===== config.mk =====
export PLATFORM = sky130hd
export DESIGN_NAME = systolic_feeder
export DESIGN_NICKNAME = d
export VERILOG_FILES = /design/src/rtl/systolic_pkg.sv /design/src/rtl/systolic_feeder_skew_lane_mux.sv /design/src/rtl/systolic_feeder.sv
export SDC_FILE = /design/constraint.sdc
export NUM_CORES = 1
export LEC_CHECK = 0
export BUFFER_PORTS_ARGS = -buffer_cell sky130_fd_sc_hd__buf_2
export CAP_MARGIN = 20
export CORE_ASPECT_RATIO = 1.75
export CORE_MARGIN = 2
export CORE_UTILIZATION = 38
export DETAILED_ROUTE_END_ITERATION = 7
export PLACE_DENSITY_LB_ADDON = 0.1
export SLEW_MARGIN = 20
export SYNTH_ARGS = -nofsm -noshare
export SYNTH_HDL_FRONTEND = slang
export SYNTH_SLANG_ARGS = --single-unit
export TNS_END_PERCENT = 30

===== constraint.sdc =====
create_clock -name clk -period 5.4 [get_ports clk]
set_input_delay 0.27 -clock clk [delete_from_list [all_inputs] [get_ports clk]]
set_output_delay 0.27 -clock clk [all_outputs]
set_load 0.005 [all_outputs]

===== src/rtl/systolic_pkg.sv =====
// Shared definitions for the systolic array operand feeder: state encoding,
// run-length helpers and the lane packing helper used by the skew muxes.
package systolic_pkg;

  typedef enum logic [2:0] {
    ST_LOAD   = 3'd0,
    ST_CLEAR  = 3'd1,
    ST_STREAM = 3'd2,
    ST_DRAIN  = 3'd3,
    ST_DONE   = 3'd4
  } state_t;

  // Skewed operands occupy 2N-1 cycles on the array edge.
  function automatic int stream_len(input int n);
    return 2 * n - 1;
  endfunction

  // N register hops to reach PE(N-1,N-1) plus one accumulate cycle.
  function automatic int drain_len(input int n);
    return n + 1;
  endfunction

  // Low bit of element `lane` in a vector of w-bit elements.
  function automatic int lane_lo(input int lane, input int w);
    return lane * w;
  endfunction

endpackage


===== src/rtl/systolic_feeder_skew_lane_mux.sv =====
// Selects the element a skewed lane presents at step t: element (t - LANE)
// of the stored row/column, or zero when the lane is outside its window.
module skew_lane_mux
  import systolic_pkg::*;
#(
  parameter int DATA_W = 8,
  parameter int N      = 4,
  parameter int LANE   = 0,
  parameter int T_W    = 3
) (
  input  logic [N*DATA_W-1:0] vec,
  input  logic [T_W-1:0]      step,
  output logic [DATA_W-1:0]   elem
);

  always_comb begin
    elem = '0;
    for (int m = 0; m < N; m++) begin
      if (int'(step) == m + LANE) begin
        elem = vec[lane_lo(m, DATA_W) +: DATA_W];
      end
    end
  end

endmodule


===== src/rtl/systolic_feeder.sv =====
// Transmit edge of the systolic MAC array: buffers one N x N operand pair,
// clears the array, streams skewed zero-padded A rows / B columns, drains
// the array and pulses done when every product has been accumulated.
module systolic_feeder
  import systolic_pkg::*;
#(
  parameter int DATA_W = 8,
  parameter int N      = 4
) (
  input  logic                clk,
  input  logic                reset,
  input  logic                ld_valid,
  output logic                ld_ready,
  input  logic [N*DATA_W-1:0] ld_a,
  input  logic [N*DATA_W-1:0] ld_b,
  output logic                pe_clear,
  output logic [N*DATA_W-1:0] out_a,
  output logic [N*DATA_W-1:0] out_b,
  output logic                busy,
  output logic                done
);

  localparam int STREAM_LEN = stream_len(N);
  localparam int DRAIN_LEN  = drain_len(N);
  localparam int BEAT_W     = (N > 1) ? $clog2(N) : 1;
  localparam int STEP_W     = $clog2(2 * N);

  state_t              state_q, state_d;
  logic [BEAT_W-1:0]   beat_q, beat_d;
  logic [STEP_W-1:0]   step_q, step_d;
  logic                ld_ready_q, pe_clear_q, busy_q, done_q;

  // A rows and B columns as delivered by the loader; never reset.
  logic [N*DATA_W-1:0] a_row_q [N];
  logic [N*DATA_W-1:0] b_col_q [N];

  logic                vld_p0;
  logic [N*DATA_W-1:0] lane_a_p0, lane_b_p0;
  logic [N*DATA_W-1:0] out_a_p1, out_b_p1;

  // ---- stage 0: control, operand capture and lane selection ----
  always_comb begin
    state_d = state_q;
    beat_d  = beat_q;
    step_d  = step_q;
    unique case (state_q)
      ST_LOAD: begin
        if (ld_valid) begin
          if (beat_q == BEAT_W'(N - 1)) begin
            state_d = ST_CLEAR;
            beat_d  = '0;
          end else begin
            beat_d = beat_q + BEAT_W'(1);
          end
        end
      end
      ST_CLEAR: begin
        state_d = ST_STREAM;
        step_d  = '0;
      end
      ST_STREAM: begin
        if (step_q == STEP_W'(STREAM_LEN - 1)) begin
          state_d = ST_DRAIN;
          step_d  = '0;
        end else begin
          step_d = step_q + STEP_W'(1);
        end
      end
      ST_DRAIN: begin
        if (step_q == STEP_W'(DRAIN_LEN - 1)) begin
          state_d = ST_DONE;
          step_d  = '0;
        end else begin
          step_d = step_q + STEP_W'(1);
        end
      end
      ST_DONE: begin
        state_d = ST_LOAD;
      end
      default: begin
        state_d = ST_LOAD;
      end
    endcase
  end

  always_ff @(posedge clk) begin
    if (state_q == ST_LOAD && ld_valid) begin
      a_row_q[beat_q] <= ld_a;
      b_col_q[beat_q] <= ld_b;
    end
  end

  // Lanes are selected for the upcoming cycle so the registered outputs
  // line up with the state they belong to.
  assign vld_p0 = (state_d == ST_STREAM);

  for (genvar i = 0; i < N; i++) begin : g_lane
    logic [DATA_W-1:0] a_elem, b_elem;

    skew_lane_mux #(.DATA_W(DATA_W), .N(N), .LANE(i), .T_W(STEP_W)) u_lane_a (
      .vec  (a_row_q[i]),
      .step (step_d),
      .elem (a_elem)
    );

    skew_lane_mux #(.DATA_W(DATA_W), .N(N), .LANE(i), .T_W(STEP_W)) u_lane_b (
      .vec  (b_col_q[i]),
      .step (step_d),
      .elem (b_elem)
    );

    assign lane_a_p0[lane_lo(i, DATA_W) +: DATA_W] = vld_p0 ? a_elem : '0;
    assign lane_b_p0[lane_lo(i, DATA_W) +: DATA_W] = vld_p0 ? b_elem : '0;
  end

  // ---- stage 1: registered state and outputs ----
  always_ff @(posedge clk or negedge reset) begin
    if (!reset) begin
      state_q    <= ST_LOAD;
      beat_q     <= '0;
      step_q     <= '0;
      ld_ready_q <= 1'b1;
      pe_clear_q <= 1'b0;
      busy_q     <= 1'b0;
      done_q     <= 1'b0;
      out_a_p1   <= '0;
      out_b_p1   <= '0;
    end else begin
      state_q    <= state_d;
      beat_q     <= beat_d;
      step_q     <= step_d;
      ld_ready_q <= (state_d == ST_LOAD);
      pe_clear_q <= (state_d == ST_CLEAR);
      busy_q     <= (state_d == ST_CLEAR) || (state_d == ST_STREAM) ||
                    (state_d == ST_DRAIN);
      done_q     <= (state_d == ST_DONE);
      out_a_p1   <= lane_a_p0;
      out_b_p1   <= lane_b_p0;
    end
  end

  assign ld_ready = ld_ready_q;
  assign pe_clear = pe_clear_q;
  assign busy     = busy_q;
  assign done     = done_q;
  assign out_a    = out_a_p1;
  assign out_b    = out_b_p1;

endmodule


# After elaboration in Yosys (flattened, before gate mapping)

Memory sizes are Yosys's and may differ from the RTL's.
Index checks and enable logic that the tools add are counted.

Register bits after elaboration: 76
Memories: 2
Output and inout port bits: 68
Bits in writable memories: 256
Logic and storage cells: 87

Memory list:

| name    | depth | bits a word | rd ports | clocked after Yosys merged registers in | wr ports | RTL line              | source |
|---|---|---|---|---|---|---|---|
| a_row_q | 4     | 32          | 4        | 0                                       | 1        | systolic_feeder.sv:34 | `logic [N*DATA_W-1:0] a_row_q [N];` |
| b_col_q | 4     | 32          | 4        | 0                                       | 1        | systolic_feeder.sv:35 | `logic [N*DATA_W-1:0] b_col_q [N];` |

Add/sub/neg operators: 2
Muxes and demuxes: 51
Eq/ne operators: 16
Reduce and logical (&&, ||, !) cells: 7

Operators by type and width:

| cell                                                 | number |
|---|---|
| two-way mux 8 bit                                    | 40 |
| equality test 3 bit (second input constant)          | 7 |
| equality test 3 x 2 -> 1 bit (second input constant) | 6 |
| two-way mux 3 bit                                    | 6 |
| one-hot mux 3 bit (4 select lines)                   | 1 |
| logical NOT 3 bit                                    | 3 |
| one-hot mux 3 bit (3 select lines)                   | 1 |
| equality test 3 x 1 -> 1 bit (second input constant) | 2 |
| adder 3 x 1 -> 3 bit (second input constant)         | 1 |
| adder 2 x 1 -> 2 bit (second input constant)         | 1 |
| equality test 2 bit (second input constant)          | 1 |
| logical OR 1 bit                                     | 2 |
| two-way mux 1 bit                                    | 2 |
| two-way mux 2 bit                                    | 1 |
| AND reduction 2 bit                                  | 1 |
| logical AND 1 bit                                    | 1 |

# Longest topological paths before layout

Gate-level depths: netlist of the first run.

Word-level depth: 9
Gate-level depth with buffers: 10
Gate-level depth less buffers: 8

# Modules after synthesis

A second synthesis of the first run with hierarchy kept.

Cell total of the unflattened synthesis: 730
Area total of the unflattened synthesis: 13246.5 sq um

By module, submodules not included:

| module                                  | cells an instance | area an instance (sq um) | instances |
|---|---|---|---|
| systolic_feeder                         | 454               | 10796.6                  | 1 |
| skew_lane_mux at g_lane[0].u_lane_a ... | 30                | 261.5                    | 4 |
| skew_lane_mux at g_lane[3].u_lane_a ... | 40                | 387.9                    | 2 |
| skew_lane_mux at g_lane[1].u_lane_a ... | 38                | 314.1                    | 2 |

# Least setup slack after synthesis of the first run

No wires, ideal clock.

Path kind: register -> register
Start: reg state_q[0]
End: reg out_a_p1[2] (netlist: out_a[2])
Slack: 1.965 ns
Arrival time: 3.293 ns
Cell stages (with the launch flop): 9
Path through: dfrtp_1 > buf_6 > nor4b_2 > and2_1 > nor3b_1 > buf_2 > buf_1 > o211ai_1 > a211oi_1

Word-level cells in the longest chain between the ends: 8
Elaborated cells between the ends (all ways): 20

Ends and longest elaborated chain:

| item                                                                                | RTL line                            | source |
|---|---|---|
| start: declaration                                                                  | systolic_feeder.sv:28               | `state_t state_q, state_d;` |
| start signal: assignment                                                            | systolic_feeder.sv:129              | `state_q <= state_d;` |
| equality test 3 x 2 -> 1 bit / equality test 3 x 1 -> 1 bit (equally long branches) | systolic_feeder.sv:46               | `unique case (state_q)` |
| one-hot mux 3 bit (3 select lines)                                                  | systolic_feeder.sv:46               |  |
| logical NOT 3 bit                                                                   | systolic_feeder_skew_lane_mux.sv:19 | `if (int'(step) == m + LANE) begin` |
| two-way mux 8 bit (4 in series)                                                     | systolic_feeder_skew_lane_mux.sv:19 |  |
| two-way mux 8 bit *                                                                 | systolic_feeder.sv:112              | `assign lane_a_p0[lane_lo(i, DATA_W) +: DATA_W] = vld_p0 ? a_elem : '0;` |
| net lane_a_p0[2]                                                                    | systolic_feeder.sv:38               | `logic [N*DATA_W-1:0] lane_a_p0, lane_b_p0;` |
| end signal: assignment                                                              | systolic_feeder.sv:137              | `out_a_p1 <= lane_a_p0;` |
| end: declaration                                                                    | systolic_feeder.sv:39               | `logic [N*DATA_W-1:0] out_a_p1, out_b_p1;` |

The timed path passes the listed nets; every way through them passes the cells marked *.
A chain may end at the register's enable or synchronous reset.

# Worst setup path after layout of the first run

Start: reg step_q[0]
End: reg out_a_p1[5] (netlist: out_a[5])

Word-level cells in the longest chain between the ends: 9
Elaborated cells between the ends (all ways): 19

Ends and longest elaborated chain:

| item                                         | RTL line                                     | source |
|---|---|---|
| start: declaration                           | systolic_feeder.sv:30                        | `logic [STEP_W-1:0] step_q, step_d;` |
| start signal: assignment                     | systolic_feeder.sv:131                       | `step_q <= step_d;` |
| adder 3 x 1 -> 3 bit (tied with other cells) | systolic_feeder.sv:66, systolic_feeder.sv:74 |  |
| two-way mux 3 bit, on equally long branches  | systolic_feeder.sv:70, systolic_feeder.sv:62 |  |
| one-hot mux 3 bit (3 select lines)           | systolic_feeder.sv:46                        |  |
| logical NOT 3 bit                            | systolic_feeder_skew_lane_mux.sv:19          |  |
| two-way mux 8 bit (4 in series)              | systolic_feeder_skew_lane_mux.sv:19          |  |
| two-way mux 8 bit *                          | systolic_feeder.sv:112                       |  |
| net lane_a_p0[5]                             | systolic_feeder.sv:38                        |  |

Marks and branches as above.

==> run summary, run 1 <==
Outcome: completed
Simple-gate share of the synthesized area: 6.54%
Leak Pwr: 0.00572 µW
Mux share of post-synthesis cell area: 1.38%
Initial core utilization: 38.6%
Syn_nets: 890
Vias per cell: 5.67
Core Rows: 88
Most used cell, CP: buf_4
Die area: 0.0350 mm²
Clk_lat worst skew: 0.57 ns
First-pass GRT wire length: 53,800 µm
Reg2reg path depth: 10
Fin crit period: 3.55 ns
Core area: 0.0329 mm²
Endpoint class of the critical path: register
XOR/XNOR Fraction of Synth Area: 0%
Mapped Avg Cell Area: 15.6 µm²
CP peak stage delay: 0.65 ns
Tcrit/Tclk final: 65.8%
Number of synthesized flops with an enable pin: 256
Total inserted antenna cells: 0
Total power: 9370 µW
Synth Register Bits: 332
Max Freq: 0.281 GHz
CTS Buf Count: 30
Worst setup SP type: register
Clock skew: 0.0112 ns
Total gr overflow: 0
Filler cells: 2,858
Die Wd: 142 µm
Final setup violation count: 0
HP Start: ld_valid
Warnings from Yosys: 0
Crit path from: step_q[0]
Power Dens Cells: 604 mW/mm²
Drt drc: 0
Crit path max fanout: 36
Post-route cell area: 0.0155 mm²
DP HPWL: 21,100 µm
Adder-cell share of the synthesized area: 0.689%
CTS H-tree depth: 1
Slowest cell on the critical path: inv_2
Compound-gate portion of the synthesized area: 13.2%
Area delta synth->final: 21.9%
Critical R2R Launch: step_q[0]
Maximum vdd drop: 586 µV
Least-Margin Pin Slew: 1.11 ns
Largest net degree at the start of global routing: 70
Port Buffers: 134
Share of cells above drive strength 1: 23.1%
Post-DP Area: 0.0138 mm²
Post-synth cell types: 51
RSZ-0062 raised after global routing: false
Pre-CTS setup slack: 1.83 ns
Clk root buf: clkbuf_16
HP Class: input port to register
Detailed Route WL: 36,800 µm
Setup bufs post-CTS: 0
Vias in the first global route: 8,497
Nets: 1,076
Worst Setup Path Type: register to register
Max_cap viols: 0
Clk sink count: 332
Worst path bufs/invs: 4
Slew HR: 26.2%
Detailed Routing Iterations Pass 1: 5
Seq/Total Area, Yosys: 75.4%
WP depth: 10
CP Cell Sequence: inv_1, ha_1, mux2_4, o2bb2ai_1, nor2_4, buf_4, inv_2, buf_4, nor4_1, a211oi_1
Syn Std Cell Area: 0.0127 mm²
Total global-route track usage: 21.0%
Share of async-settable or async-resettable flops after synthesis: 22.9%
Commonest non-fill, non-tap cells in the layout: 256 x edfxtp_1, 133 x buf_2, 75 x dfrtp_1
Final Hold Fails: 0
WP data required: 5.88 ns
Main synth FF type: edfxtp_1
Main combinational cell family by area after synthesis: compound AO/OA/AOI/OAI gates
Die height: 246 µm
Commonest non-fill, non-tap cell in the layout: edfxtp_1
WHS Path Cells: 4
Crit path DAT: 4.03 ns
Vias post-DR: 8,107
Fin. max-slew vios: 0
Utilization after layout: 47.1%
Clk buf depth: 3
CTS tree: yes
Io pins: 135
Global placer's final weighted congestion: 0.730
Setup slack after layout: 1.85 ns
DR iter-0 viols: 511
Drt wl/cell: 25.7 µm
Final TNS setup: 0 ns
Clock-pin slew on the worst setup and hold paths: 0.07 ns
Number of routed nets with antenna violations: 0
Worst path top cell family by delay: buffers and inverters
Synth Instances: 816
Initial antenna violation count: 0
## stage by stage
stage	instances	hold WS, ns
6_report	1431	0.167
3_5_place_dp	1310	0.312
2_1_floorplan	816	-0.0256
4_1_cts	1431	0.148
3_3_place_gp	1310	0.320
5_1_grt	1431	0.206
## cell type report
class                           count  area [µm²]  area share [%]
Timing Repair Buffer              225        1530            9.88
Clock inverter                     14         155            1.00
Tap cell                          405         507            3.27
Sequential cell                   332        9590            61.9
Inverter                            8        30.0           0.194
Clock buffer                       42         877            5.66
Multi-Input combinational cell    405        2810            18.1
## kinds of logic after synthesis
group	count (synthesis)
buffers and inverters	79
DFF	332
muxes	17
and+or+nand+nor	140
AOI/OAI and AO/OA	241
adders and majority gates	7
## worst paths after layout
path	end	slack [ns]
max	out_a[5]	1.85
min	beat_q[0]	0.17
max reg2reg	out_a[5]	1.85
min reg2reg	out_b[29]	0.55
max in group asynchronous	out_b[18]	4.07
min in group asynchronous	out_a[2]	0.24
## routing by layer
metal  track usage, %  share of wire, %
met1             24.8                39
met2             38.9                54
met3             2.45               3.7
met4             7.59               3.0
met5                0                 0
## power by group
part / total (µW) / switching (µW) / internal, µW
Combinational: 3950 / 2700 / 1250
Clock: 2220 / 937 / 1280
Sequential: 3210 / 126 / 3080
## sequential cells by signal, summed over array words and instances (netlist names)
register,cells
a_row_q,128
b_col_q,128
beat_q,2
busy,1
done,1
ld_ready,1
out_a,32
out_b,32
pe_clear,1
state_q,3
step_q,3
## cell usage after synthesis (17+ instances only)
master	number	area, µm²
a211o_1	33	289
a21oi_1	31	155
a31oi_1	17	106
buf_2	24	120
clkbuf_1	40	150
dfrtp_1	75	1880
edfxtp_1	256	7690
nand3_1	50	250
nand4_1	17	106
o211ai_1	34	255
o21ai_0	66	330
## what timing repair did
item / 4_1_cts / 5_1_grt
gates resized for setup: 0 / 0
hold buffers: 65 / 0
endpoints found under the hold margin: 288 / 0
endpoints found under the setup margin: 0 / 0
## tightest hold or removal path: stages
cell and delay [ns]:
buf_2 0.10, nor4b_2 0.19, nand2_1 0.06, o21ai_0 0.06
Note: power is estimated with default switching activity, not from simulation.
==> run 2, diff against run 1 <==
clock period = 3.3 ns   (was 5.4 ns; I/O delays follow)
==> run 2 against run 1 <==
- clock power up 52%
- global-route usage fell by 0.19 points
- non-clock buffer count increased by 21
- cell area up 1.2%
- via count rose by 2.1%
- core utilization increased by 0.55 points
- die area is the same
- setup slack lost 1.4 ns
- clock skew up 0.0034 ns
- critical path type unchanged
- largest cell class unchanged
- highest routed layer is now met5
==> run summary, run 2 (synthesized netlist as in run 1, its figures left out) <==
Max Freq: 0.345 GHz
Setup slack after layout: 0.399 ns
Initial antenna violation count: 1
CTS Buf Count: 31
Total inserted antenna cells: 0
Port Buffers: 134
CTS tree: yes
Endpoint class of the critical path: register
Vias per cell: 5.70
Critical Path End: out_b[18]
Clock skew: 0.0146 ns
CTS H-tree depth: 1
Final TNS setup: 0 ns
WP depth: 8
Least-Margin Pin Slew: 0.698 ns
Global placer's final weighted congestion: 0.760
DR iter-0 viols: 540
Multi-input gate area: 0.00281 mm²
Clock-pin slew on the worst setup and hold paths: 0.07 ns
Reg2reg path depth: 8
Clk root buf: clkbuf_16
Core area: 0.0329 mm²
Total gr overflow: 0
Final setup violation count: 0
Routed length on met3: 1660 µm
Io pins: 135
Die Wd: 142 µm
Core Rows: 88
Largest net degree at the start of global routing: 57
Utilization after layout: 47.6%
Die height: 246 µm
Worst r2r dst: out_b[18]
Critical R2R Launch: step_q[0]
Crit path max fanout: 9
Worst Setup Path Type: register to register
Pre-CTS setup slack: 0.354 ns
Vias post-DR: 8,280
Number of routed nets with antenna violations: 0
CTS resizes: 0
Slew HR: 53.5%
Maximum vdd drop: 654 µV
Die area: 0.0350 mm²
Initial core utilization: 38.6%
Clk buf depth: 3
Setup bufs post-CTS: 0
CP peak stage delay: 0.53 ns
Vias in the first global route: 8,249
Met2 wire length: 19,100 µm
R2R Setup Slk: 0.40 ns
Commonest non-fill, non-tap cells in the layout: 256 x edfxtp_1, 133 x buf_2, 75 x dfrtp_1
Share of cells above drive strength 1: 24.3%
DP HPWL: 22,200 µm
Final Hold Fails: 0
Drt drc: 0
Commonest non-fill, non-tap cell in the layout: edfxtp_1
Worst setup SP type: register
Slowest cell on the critical path: dfrtp_1
Hold-fix buffers, CTS: 65
Power Dens Cells: 987 mW/mm²
Leak Pwr: 0.00581 µW
WP data required: 3.74 ns
HP Class: input port to register
Area delta synth->final: 23.4%
Filler cells: 2,854
Tcrit/Tclk final: 87.9%
Regs by FF count: a_row_q (128), b_col_q (128)
Worst path top cell family by delay: compound AO/OA/AOI/OAI gates
Hold slack: 0.102 ns
Uppermost layer routed: met5
Drt wl/cell: 25.1 µm
Max_cap viols: 0
RSZ-0062 raised after global routing: false
First-pass GRT wire length: 53,600 µm
Crit path DAT: 3.34 ns
Detailed Routing Iterations Pass 1: 5
CP Cell Sequence: inv_1, ha_1, mux2_4, a2111oi_4, o22ai_2, buf_4, o21ai_0, a21oi_1
Fin crit period: 2.90 ns
Clk_lat worst skew: 0.56 ns
Fin. max-slew vios: 0
Met1 WL: 14,900 µm
Detailed Route WL: 36,400 µm
Clk sink count: 332
Outcome: completed
Crit path from: step_q[0]
Total global-route track usage: 20.8%
Nets: 1,098
Worst path bufs/invs: 2
Reg area: 0.00959 mm²
==> run 2: area by class of cell <==
type | instances | share of cell area, %
Tap cell | 405 | 3.23
Sequential cell | 332 | 61.1
Multi-Input combinational cell | 405 | 17.9
Clock inverter | 12 | 0.431
Timing Repair Buffer | 246 | 11.5
Inverter | 8 | 0.191
Clock buffer | 44 | 5.58
==> run 2: routing by layer <==
layer	track usage (%)	up-vias
li1	-	3665
met1	27.1	4300
met2	36.5	259
met3	2.90	54
met4	5.44	2
met5	0	-
==> run 2: tightest hold or removal path, delay by kind of cell <==
kind,cells,cell delay (ns)
buf+inv,1,0.12
compound gates,1,0.07
simple gates,2,0.26
==> run 2: worst min path at each step <==
stage	cells past startpoint	slack (ns)	from	end
floorplan	0	-0.13	reset	beat_q[0]
global placement	1	0.17	reset	out_a[1]
finish	4	0.10	ld_valid	beat_q[0]
global route	4	0.12	ld_valid	beat_q[1]
detailed placement	1	0.17	reset	out_a[1]
CTS	4	0.07	ld_valid	beat_q[0]
==> run 2: power by group <==
| group | switching [µW] | leakage (µW) | internal [µW] |
|---|---|---|---|
| combinational | 4440 | 0.00205 | 2390 |
| sequential | 220 | 0.00329 | 5040 |
| clock | 1530 | 0.000469 | 1850 |
==> run 2: stage by stage <==
step,cells,total power [µW],cell area (µm²)
6_report,1452,15500,15700
5_1_grt,1452,16300,15700
4_1_cts,1452,15700,15700
3_5_place_dp,1331,12200,14100
3_3_place_gp,1331,12200,14100
2_1_floorplan,816,9360,12700
==> run 3, diff against run 2 <==
clock period = 3.1 ns   (was 3.3 ns; I/O delays follow)
==> run 3 against run 2 <==
- via count fell by 1.8%
- cell count decreased by 0.41%
- global-route usage is 0.28 points higher
- register-to-register slack better by 0.03 ns
- sequential share of layout area is 0.29 points higher
- clock skew is 0.0048 ns lower
- first-iteration DRC count down 2.4%
- setup slack improved by 0.026 ns
- hold slack gained 0.0021 ns
- clock power is 7.7% higher
- critical path type unchanged
- largest power group unchanged
- highest routed layer is now met4
==> run summary, run 3 (synthesized netlist as in run 1, its figures left out) <==
Worst path top cell family by delay: compound AO/OA/AOI/OAI gates
CP peak stage delay: 0.45 ns
Leak Pwr: 0.00577 µW
Placed insts: 1,324
Drt drc: 0
Drt wl/cell: 25.3 µm
Port Buffers: 134
DR iter-0 viols: 527
Clk sink count: 332
Commonest non-fill, non-tap cell in the layout: edfxtp_1
Hold-fix buffers, CTS: 65
Fin. max-slew vios: 0
Reg2reg path depth: 8
First-pass GRT wire length: 54,400 µm
CP Cell Sequence: inv_1, ha_1, mux2_4, o2bb2ai_1, o211ai_1, nor2_1, buf_4, o311a_1
Die area: 0.0350 mm²
Finished Layout Cells: 1,446
Outcome: completed
Total power: 16,400 µW
R2R Setup Slk: 0.43 ns
Area delta synth->final: 22.8%
Total gr overflow: 0
CTS H-tree depth: 1
Vias post-DR: 8,135
Filler cells: 2,859
Io pins: 135
Critical R2R Launch: step_q[1]
Vias per cell: 5.63
Endpoint class of the critical path: register
Reg area: 0.00959 mm²
WP depth: 8
Core area: 0.0329 mm²
CTS Buf Count: 31
HP Class: input port to register
Clk_lat worst skew: 0.56 ns
WP data required: 3.60 ns
Regs by FF count: a_row_q (128), b_col_q (128)
Slew HR: 48.3%
Worst r2r dst: out_a[25]
Die Wd: 142 µm
Detailed Routing Iterations Pass 1: 4
Maximum vdd drop: 1360 µV
Core Rows: 88
CTS resizes: 0
Tcrit/Tclk final: 86.3%
DP HPWL: 21,200 µm
Least-Margin Pin Slew: 0.776 ns
Crit path DAT: 3.17 ns
Max_cap viols: 0
Vias in the first global route: 8,487
Clk root buf: clkbuf_16
RSZ-0062 raised after global routing: false
Number of routed nets with antenna violations: 0
Final Hold Fails: 0
Initial antenna violation count: 0
Clk buf depth: 3
Multi-input gate area: 0.00281 mm²
Critical Path End: out_a[25]
Die height: 246 µm
Clock skew: 0.00983 ns
Setup bufs post-CTS: 0
Power Dens Cells: 1050 mW/mm²
Detailed Route WL: 36,500 µm
Worst Setup Path Type: register to register
Largest net degree at the start of global routing: 88
Max Freq: 0.374 GHz
Slowest cell on the critical path: nor2_1
Final TNS setup: 0 ns
Crit path max fanout: 10
Total inserted antenna cells: 0
Nets: 1,091
CTS tree: yes
Global placer's final weighted congestion: 0.769
Worst path bufs/invs: 2
Clock-pin slew on the worst setup and hold paths: 0.07 ns
Final setup violation count: 0
Commonest non-fill, non-tap cells in the layout: 256 x edfxtp_1, 133 x buf_2, 75 x dfrtp_1
Crit path from: step_q[1]
Total global-route track usage: 21.1%
Share of cells above drive strength 1: 23.7%
Initial core utilization: 38.6%
Worst setup SP type: register
Fin crit period: 2.67 ns
[run 3: worst reg2reg max path, delay by kind of cell (launching register included)]
family	cells	cell delay, ns
multiplexers	1	0.33
AND/OR/NAND/NOR	1	0.45
AO/OA/AOI/OAI	3	0.80
buffers and inverters	2	0.40
flip-flops	1	0.41
adder cells (fa/ha/maj)	1	0.23
[run 3: final cells by class]
class / instances / share of cell area [%]
clock buffer: 41 / 5.47
inverter: 8 / 0.192
timing repair buffer: 239 / 11.0
tap: 405 / 3.25
multi-input combinational: 405 / 18.0
sequential: 332 / 61.4
clock inverter: 16 / 0.657
[run 3: worst min path at each step]
stage,end,slack [ns],startpoint,depth (start not counted)
after detailed placement,b_col_q[2][24],0.39,ld_b[24],1
after floorplan,beat_q[0],-0.14,reset,0
after global placement,b_col_q[0][1],0.39,ld_b[1],1
after CTS,beat_q[0],0.08,ld_valid,4
after global routing,pe_clear,0.14,ld_valid,3
final,beat_q[0],0.10,ld_valid,4
[run 3: power by group]
part / total (µW) / switching [µW] / internal (µW)
clock: 3640 / 1630 / 2010
combinational: 7150 / 4740 / 2420
sequential: 5570 / 205 / 5370
total: 16400 / 6580 / 9790
[run 3: per-layer routing]
metal,vias to the layer above,routed length [µm],GRT usage (%)
li1,3658,-,-
met1,4199,14500,26.1
met2,226,19600,38.1
met3,52,1660,2.74
met4,0,821,6.47
met5,-,0,0
[run 3: through the flow]
stage	area (µm²)	worst slack (ns)	hold WS, ns	utilization [%]
after CTS	15600	0.435	0.0792	47.4
final	15600	0.425	0.104	47.4
after global placement	14000	0.543	0.390	42.5
after global routing	15600	0.294	0.142	47.4
after floorplan	12700	0.129	-0.141	-
after detailed placement	14000	0.478	0.390	42.5
